## src/rtl/turn_pkg.sv

```systemverilog
// turn_pkg: shared state encoding and widths for the turn sequencer.
package turn_pkg;
  typedef enum logic [1:0] {IDLE, TURN, DONE} state_t;
  localparam int NUM_PLAYERS = 4;
  localparam int TIMER_W = 4;
  localparam int ROUND_W = 8;
endpackage

```

## src/rtl/sec_tick.sv

```systemverilog
// sec_tick: one-second prescaler, pulses tick on the terminal count while enabled.
module sec_tick #(
  parameter int CLK_HZ = 100_000_000
) (
  input  logic clk,
  input  logic reset,
  input  logic clr,
  input  logic en,
  output logic tick
);
  localparam int W = CLK_HZ > 1 ? $clog2(CLK_HZ) : 1;
  logic [W-1:0] cnt;
  assign tick = en && cnt == W'(CLK_HZ - 1);
  always_ff @(posedge clk)
    cnt <= (!reset || clr || tick) ? '0 : en ? cnt + 1'b1 : cnt;
endmodule

```

## src/rtl/turn_sequencer.sv

```systemverilog
// turn_sequencer: rotates turns among present players with a per-turn second timer.
module turn_sequencer
  import turn_pkg::*;
#(
  parameter int CLK_HZ    = 100_000_000,
  parameter int TURN_SECS = 10
) (
  input  logic                   clk,
  input  logic                   reset,
  input  logic                   enable_board,
  input  logic [NUM_PLAYERS-1:0] p_active,
  input  logic                   move_valid,
  input  logic                   game_over,
  output logic [NUM_PLAYERS-1:0] turn_onehot,
  output logic [1:0]             turn_idx,
  output logic [TIMER_W-1:0]     turn_timer,
  output logic                   timeout_pulse,
  output logic                   game_active,
  output logic [ROUND_W-1:0]     round_count,
  output logic                   no_players
);
  state_t state;
  logic [NUM_PLAYERS-1:0] mask;
  logic tick, expire, adv;
  logic [1:0] nxt, first;
  // Nearest set mask bit after cur, wrapping; falls back to cur itself.
  function automatic logic [1:0] next_idx(input logic [NUM_PLAYERS-1:0] m, input logic [1:0] cur);
    next_idx = cur;
    for (int k = NUM_PLAYERS; k >= 1; k--)
      if (m[cur + 2'(k)]) next_idx = cur + 2'(k);
  endfunction
  assign first  = next_idx(p_active, 2'd3);
  assign nxt    = next_idx(mask, turn_idx);
  assign expire = tick && turn_timer == TIMER_W'(1);
  assign adv    = state == TURN && !game_over && (move_valid || expire);
  sec_tick #(.CLK_HZ(CLK_HZ)) u_tick (
    .clk  (clk),
    .reset(reset),
    .clr  (state != TURN || adv),
    .en   (state == TURN),
    .tick (tick)
  );
  always_ff @(posedge clk) begin
    if (!reset || !enable_board) begin
      state         <= IDLE;
      mask          <= '0;
      turn_onehot   <= '0;
      turn_idx      <= '0;
      turn_timer    <= '0;
      timeout_pulse <= 1'b0;
      game_active   <= 1'b0;
      round_count   <= '0;
      no_players    <= 1'b0;
    end else begin
      timeout_pulse <= 1'b0;
      case (state)
        IDLE: begin
          mask       <= p_active;
          no_players <= p_active == '0;
          if (p_active != '0) begin
            state       <= TURN;
            turn_idx    <= first;
            turn_onehot <= NUM_PLAYERS'(1) << first;
            turn_timer  <= TIMER_W'(TURN_SECS);
            game_active <= 1'b1;
          end
        end
        TURN: begin
          if (game_over) begin
            state       <= DONE;
            game_active <= 1'b0;
          end else if (adv) begin
            turn_idx      <= nxt;
            turn_onehot   <= NUM_PLAYERS'(1) << nxt;
            turn_timer    <= TIMER_W'(TURN_SECS);
            timeout_pulse <= !move_valid;
            round_count   <= (nxt <= turn_idx && round_count != '1) ? round_count + 1'b1 : round_count;
          end else if (tick) begin
            turn_timer <= turn_timer - 1'b1;
          end
        end
        default: state <= DONE;
      endcase
    end
  end
endmodule

```

## config.mk

```make
export PLATFORM = sky130hd
export DESIGN_NAME = turn_sequencer
export DESIGN_NICKNAME = d
export VERILOG_FILES = /design/src/rtl/turn_pkg.sv /design/src/rtl/sec_tick.sv /design/src/rtl/turn_sequencer.sv
export SDC_FILE = /design/constraint.sdc
export NUM_CORES = 1
export LEC_CHECK = 0
export BUFFER_PORTS_ARGS = -buffer_cell sky130_fd_sc_hd__buf_2
export CAP_MARGIN = 20
export CORE_AREA = 2 2 80 67
export CTS_CLUSTER_SIZE = 14
export DETAILED_ROUTE_END_ITERATION = 10
export DIE_AREA = 0 0 82 69
export PLACE_DENSITY = 0.77
export SYNTH_ARGS = -nofsm -noshare
export SYNTH_HDL_FRONTEND = slang
export SYNTH_SLANG_ARGS = --single-unit
```

## constraint.sdc

```tcl
create_clock -name clk -period 3.1 [get_ports clk]
set_clock_uncertainty 0.05 [all_clocks]
set_input_delay 0.62 -clock clk [delete_from_list [all_inputs] [get_ports clk]]
set_output_delay 0.62 -clock clk [all_outputs]
set_load 0.03 [all_outputs]
```

== After elaboration in Yosys (flattened, before gate mapping) ==
Cells that the tools add are included.

* Flip-flop bits (word level): 54
* Bits of input ports: 9
* Output and inout port bits: 21
* Word-level logic and storage cells: 90

* Add/sub/neg operators: 6
* $lt $le $gt $ge: 4
* Equal/unequal tests: 10
* Shifts and indexed selects: 2
* Multiplexer cells: 31
* Bitwise logic cells: 3
* Reductions and logical operators: 24

{| class="wikitable"
|+ Operators by type and width
! operator !! number
|-
| 2-to-1 mux 4 bit || 7
|-
| adder 27 x 1 -> 27 bit, second input constant || 1
|-
| == test 27 bit, second input constant || 1
|-
| 2-to-1 mux 2 bit || 10
|-
| one-hot mux 4 bit (2 select lines) || 2
|-
| AND reduction 4 bit || 3
|-
| less-than comparator 2 x 3 -> 1 bit, second input constant || 3
|-
| adder 8 x 1 -> 8 bit, second input constant || 1
|-
| != test 2 bit, second input constant || 4
|-
| != test 8 bit, second input constant || 1
|-
| one-hot mux 2 bit (2 select lines) || 2
|-
| left shift 1 x 2 -> 4 bit, first input constant || 2
|-
| binary-select mux 1 bit (select 2 bit) || 3
|-
| 2-to-1 mux 1 bit || 6
|-
| logical AND 1 bit || 5
|-
| logical OR 1 bit || 5
|-
| adder 2 bit, second input constant || 2
|-
| == test 4 x 1 -> 1 bit, second input constant || 1
|-
| logical NOT 1 bit || 4
|-
| logical NOT 4 bit || 1
|-
| nonzero test 4 bit || 1
|-
| OR reduction 4 bit || 1
|-
| subtractor 4 x 1 -> 4 bit, second input constant || 1
|-
| != test 3 bit, second input constant || 1
|-
| other kinds (10) || 12
|}

== Depth between registers and ports, before layout ==
* Word-level depth: 10
* Depth in mapped cells: 10
* Depth with buffers taken out: 9

== Hierarchy ==
A second synthesis with hierarchy kept.

* Cell total of the unflattened synthesis: 305
* Area, all modules: 2640.0 sq um

{| class="wikitable"
|+ Modules (own cells, without submodules)
! module !! times used !! cells each !! area an instance (sq um) !! sequential area each (sq um)
|-
| turn_sequencer || 1 || 164 || 1362.6 || 540.5
|-
| sec_tick || 1 || 141 || 1277.5 || 540.5
|}

== Worst setup path after synthesis ==
OpenSTA, ideal clock, no wires.

* Path kind: reg-to-reg
* Start: register turn_idx[0]
* End: register round_count[6]
* Library setup time: 0.070 ns
* Arrival time: 2.547 ns
* Required time: 2.980 ns
* Path slack: 0.433 ns
* Stages on the path, launching flop included: 11
* Path buffers: 1
* Clock period less this slack: 2.667 ns
* Cells stage by stage: dfxtp_1 nor2b_1 o21ai_0 o31ai_1 ha_1 nor2b_1 a2bb2oi_1 or3_1 clkbuf_1 or4_1 a21oi_1

* Cells in the longest elaborated chain, start to end: 9
* Elaborated cells between the ends (all ways): 15
* Those cells by class: 3 x add/sub; 1 x order compare; 9 x mux; 2 x reduce/logical

{| class="wikitable"
|+ RTL lines
! what !! RTL line !! source
|-
| start: declaration || turn_sequencer.sv:15 || <nowiki>output logic [1:0] turn_idx,</nowiki>
|-
| start signal: assignment || turn_sequencer.sv:62 || <nowiki>turn_idx <= first;</nowiki>
|-
| start signal: assignment || turn_sequencer.sv:73 || <nowiki>turn_idx <= nxt;</nowiki>
|-
| adder 2 bit || turn_sequencer.sv:30 || <nowiki>if (m[cur + 2'(k)]) next_idx = cur + 2'(k);</nowiki>
|-
| binary-select mux 1 bit (select 2 bit) || turn_sequencer.sv:30 ||
|-
| 2-to-1 mux 1 bit (not written as such) || turn_sequencer.sv:30 ||
|-
| 2-to-1 mux 2 bit (3 in a row) || turn_sequencer.sv:30 ||
|-
| <= comparator 2 bit (*) || turn_sequencer.sv:77 || <nowiki>round_count <= (nxt <= turn_idx && round_count != '1) ? round_count + 1'b1 : round_count;</nowiki>
|-
| logical AND 1 bit (*) || turn_sequencer.sv:77 ||
|-
| AND reduction 4 bit (no line) (*) || - ||
|-
| end signal: assignment || turn_sequencer.sv:77 ||
|-
| end: declaration || turn_sequencer.sv:19 || <nowiki>output logic [ROUND_W-1:0] round_count,</nowiki>
|}

Mark *: on every way between the ends. The rest lies on a longest branch, timed or not. The select of a mux whose other input is x is not followed.
A chain may end at the register's enable or synchronous reset.

== Final worst setup path ==
Ends and elaborated chain as after synthesis.

==> results.sh <==
export IMPL_die_x_microns=82
export IMPL_worstSetupPathType="flop to flop"
export IMPL_design_die_area_sq_mm=0.00566
export IMPL_final_hold_violation_count=0
export IMPL_port_buffers=29
export IMPL_final_core_util_pct=63.4
export IMPL_cts_buffers=5
export IMPL_root_buffer="clkbuf_8"
export IMPL_switching_share_pct=24.3
export IMPL_ir_worst_vdd_mv=0.333
export IMPL_core_sq_mm=0.00483
export IMPL_hold_class="flop to flop"
export IMPL_vias=2434
export IMPL_synth_seq_area_share_pct=39.5
export IMPL_crit_top_cell="nor2b_1"
export IMPL_avgSynthCellArea_sq_um=8.33
export IMPL_num_rows=23
export IMPL_rsz0062_at_grt="no"
export IMPL_cts_resized_gates=0
export IMPL_setup_tns_ps=0
export IMPL_place_ws_ps=456
export IMPL_layout_setup_ws_ps=415
export IMPL_h_tree_depth=2
export IMPL_pwr_share_comb_pct=9.4
export IMPL_synth_edf_count=0
export IMPL_max_stage_delay_ps=510
export IMPL_period_needed_ps=2680
export IMPL_place_hpwl_mm=4.33
export IMPL_syn_area_sq_mm=0.00274
export IMPL_cts_tree="built"
export IMPL_clk_pin_slew_ps=100
export IMPL_cap_violations=0
export IMPL_synth_cell_types=49
export IMPL_max_freq_mhz=372
export IMPL_worst_path_max_delay_cell="or4_1"
export IMPL_via_per_inst=5.77
export IMPL_post_route_drc_count=0
export IMPL_routabilityCongestion=0.827
export IMPL_path_buf_inv=0
export IMPL_synth_nets=344
export IMPL_final_max_slew_violation_count=0
export IMPL_grt_max_degree=28
export IMPL_setup_worst_path_start_class="flop"
export IMPL_syn_inst=329
export IMPL_dieHeight_microns=69
export IMPL_grt_overflow=0
export IMPL_ys_seq_elements=54
export IMPL_power_frac_clock_pct=35.9
export IMPL_syn2layout_area_growth_pct=11.8
export IMPL_drive_gt1_share_pct=14.2
export IMPL_cts_sink_count=54
export IMPL_power_internal_uw=987
export IMPL_grt_pass1_vias=2142
export IMPL_totalWireLength_mm=5.99
export IMPL_crit_family="simple AND/OR/NAND/NOR gates"
export IMPL_worst_path_max_fanout=9
export IMPL_power_frac_seq_pct=54.7
export IMPL_status="finished clean"
export IMPL_ys_warn_count=0
export IMPL_start_util_pct=56.7
export IMPL_postCtsHoldBufs=0
export IMPL_worst_ep_required_time_ps=3300
export IMPL_leakage_nw=1.17
export IMPL_grt_usage_pct=21.9
export IMPL_io_pins=30
export IMPL_routedWlPerCell_microns=14.2
export IMPL_maxSlewHeadroom_pct=35.9
export IMPL_postCtsSetupBuffers=0
export IMPL_synthArstFlopShare_pct=0
export IMPL_clockBufferDepth=2
export IMPL_synthFlopType="dfxtp_1"
export IMPL_setup_violations=0
export IMPL_antenna_left=0
export IMPL_worstPathCellList="nor2b_1 > o21ai_0 > o31ai_1 > ha_1 > nor2b_1 > a2bb2oi_1 > or3_1 > or4_1 > a21oi_1"
export IMPL_dpl_cell_count=414
export IMPL_p_switching_uw=317
export IMPL_grt_pass1_wl_mm=10.0
export IMPL_antenna_found_initial=0
export IMPL_fin_cells=422
export IMPL_drtIter0Drc=104
export IMPL_n_fill_cell=412
export IMPL_clock_latency_ps=310
export IMPL_crit_arrival_ps=2880
export IMPL_n_antenna_cell=0
export IMPL_fin_nets=374
export IMPL_cp_end_kind="flop"
export IMPL_p_per_area_mw_per_mm2=426
export IMPL_firstDrtPassIters=4
export IMPL_worstMarginPinSlew_ps=954
export IMPL_period_share_pct=86.6
[stage by stage]
step / instance area (sq um) / hold slack, ps / power, mW
floorplan: 2740 / 368 / 0.813
global placement: 2950 / 380 / 0.845
detailed placement: 2950 / 394 / 0.850
CTS: 3060 / 409 / 1.31
global route: 3060 / 432 / 1.35
finish: 3060 / 407 / 1.30
[area by class of cell]
| class | count | area, sq um | share of cell area (%) |
|---|---|---|---|
| Timing Repair Buffer | 34 | 183 | 5.96 |
| Clock buffer | 5 | 68.8 | 2.25 |
| Tap cell | 62 | 77.6 | 2.53 |
| Clock inverter | 3 | 40.0 | 1.31 |
| Inverter | 5 | 18.8 | 0.613 |
| Multi-Input combinational cell | 259 | 1590 | 52.0 |
| Sequential cell | 54 | 1080 | 35.3 |
[power groups by stage]
| stage | combinational, mW | sequential, mW | clock (mW) |
|---|---|---|---|
| 4_1_cts | 0.122 | 0.713 | 0.473 |
| 6_report | 0.123 | 0.713 | 0.468 |
| 2_1_floorplan | 0.0738 | 0.739 | 0 |
| 3_3_place_gp | 0.117 | 0.728 | 0 |
| 5_1_grt | 0.135 | 0.715 | 0.502 |
| 3_5_place_dp | 0.121 | 0.729 | 0 |
[per-layer routing]
layer	vias to the layer above	track usage, %	routed length (microns)
li1	1253	-	-
met1	1134	32.6	3090
met2	40	32.2	2640
met3	7	4.71	207
met4	0	5.19	55
met5	-	0	0
[cell usage after synthesis (all sizes together), types with 5 or more instances]
master | count | area, sq um
xor2 | 17 | 149
nor2 | 44 | 165
and3 | 7 | 43.8
nor4 | 10 | 62.6
a31oi | 5 | 31.3
a21oi | 15 | 78.8
ha | 6 | 75.1
inv | 5 | 18.8
nor2b | 7 | 43.8
nand2 | 32 | 120
o31ai | 5 | 37.5
nor3 | 5 | 25.0
clkbuf | 7 | 26.3
xnor2 | 8 | 70.1
o21ai | 9 | 45.0
mux2i | 6 | 60.1
nand4 | 14 | 87.6
nand3 | 20 | 100
dfxtp | 54 | 1080
or3 | 8 | 51.3
[flip-flops by register name, indices dropped and copies added (netlist names)]
name and flops:
turn_onehot 4, round_count 8, u_tick.cnt 27, turn_timer 4
no_players 1, timeout_pulse 1, state 2, mask 4
game_active 1, turn_idx 2
[cells by family (layout without fill, tap and decap cells)]
family	after synthesis	count (layout)	synth area share, %
multiplexers	7	7	2.60
buffers and inverters	16	47	2.37
AO/OA/AOI/OAI	48	48	11.5
AND/OR/NAND/NOR	173	173	33.4
flip-flops	54	54	39.5
XOR/XNOR	25	25	7.99
adder cells (fa/ha/maj)	6	6	2.74
[worst paths after layout]
path / start / end / slack (ps) / cells after the start
setup / recovery: turn_idx[0] / round_count[6] / 420 / 9
hold / removal: u_tick.cnt[0] / u_tick.cnt[0] / 410 / 1
setup reg to reg: turn_idx[0] / round_count[6] / 420 / 9
hold reg to reg: u_tick.cnt[0] / u_tick.cnt[0] / 410 / 1
[placed cells by master, fill, tap and decap left out, drive strengths merged, types with 3 or more instances in the layout]
| cell type | n |
|---|---|
| o21ai | 9 |
| nor2b | 7 |
| nor3 | 5 |
| xor2 | 17 |
| ha | 6 |
| a21oi | 15 |
| and4 | 4 |
| and2 | 3 |
| inv | 5 |
| xnor2 | 8 |
| nand2 | 32 |
| a31oi | 5 |
| nand2b | 4 |
| or3 | 8 |
| nand4 | 14 |
| buf | 34 |
| nor2 | 44 |
| or4 | 4 |
| dfxtp | 54 |
| nand3b | 3 |
| nand3 | 20 |
| mux2i | 6 |
| and3 | 7 |
| nor4 | 10 |
| clkbuf | 5 |
| o31ai | 5 |
Power figures use the tool's default switching activity.
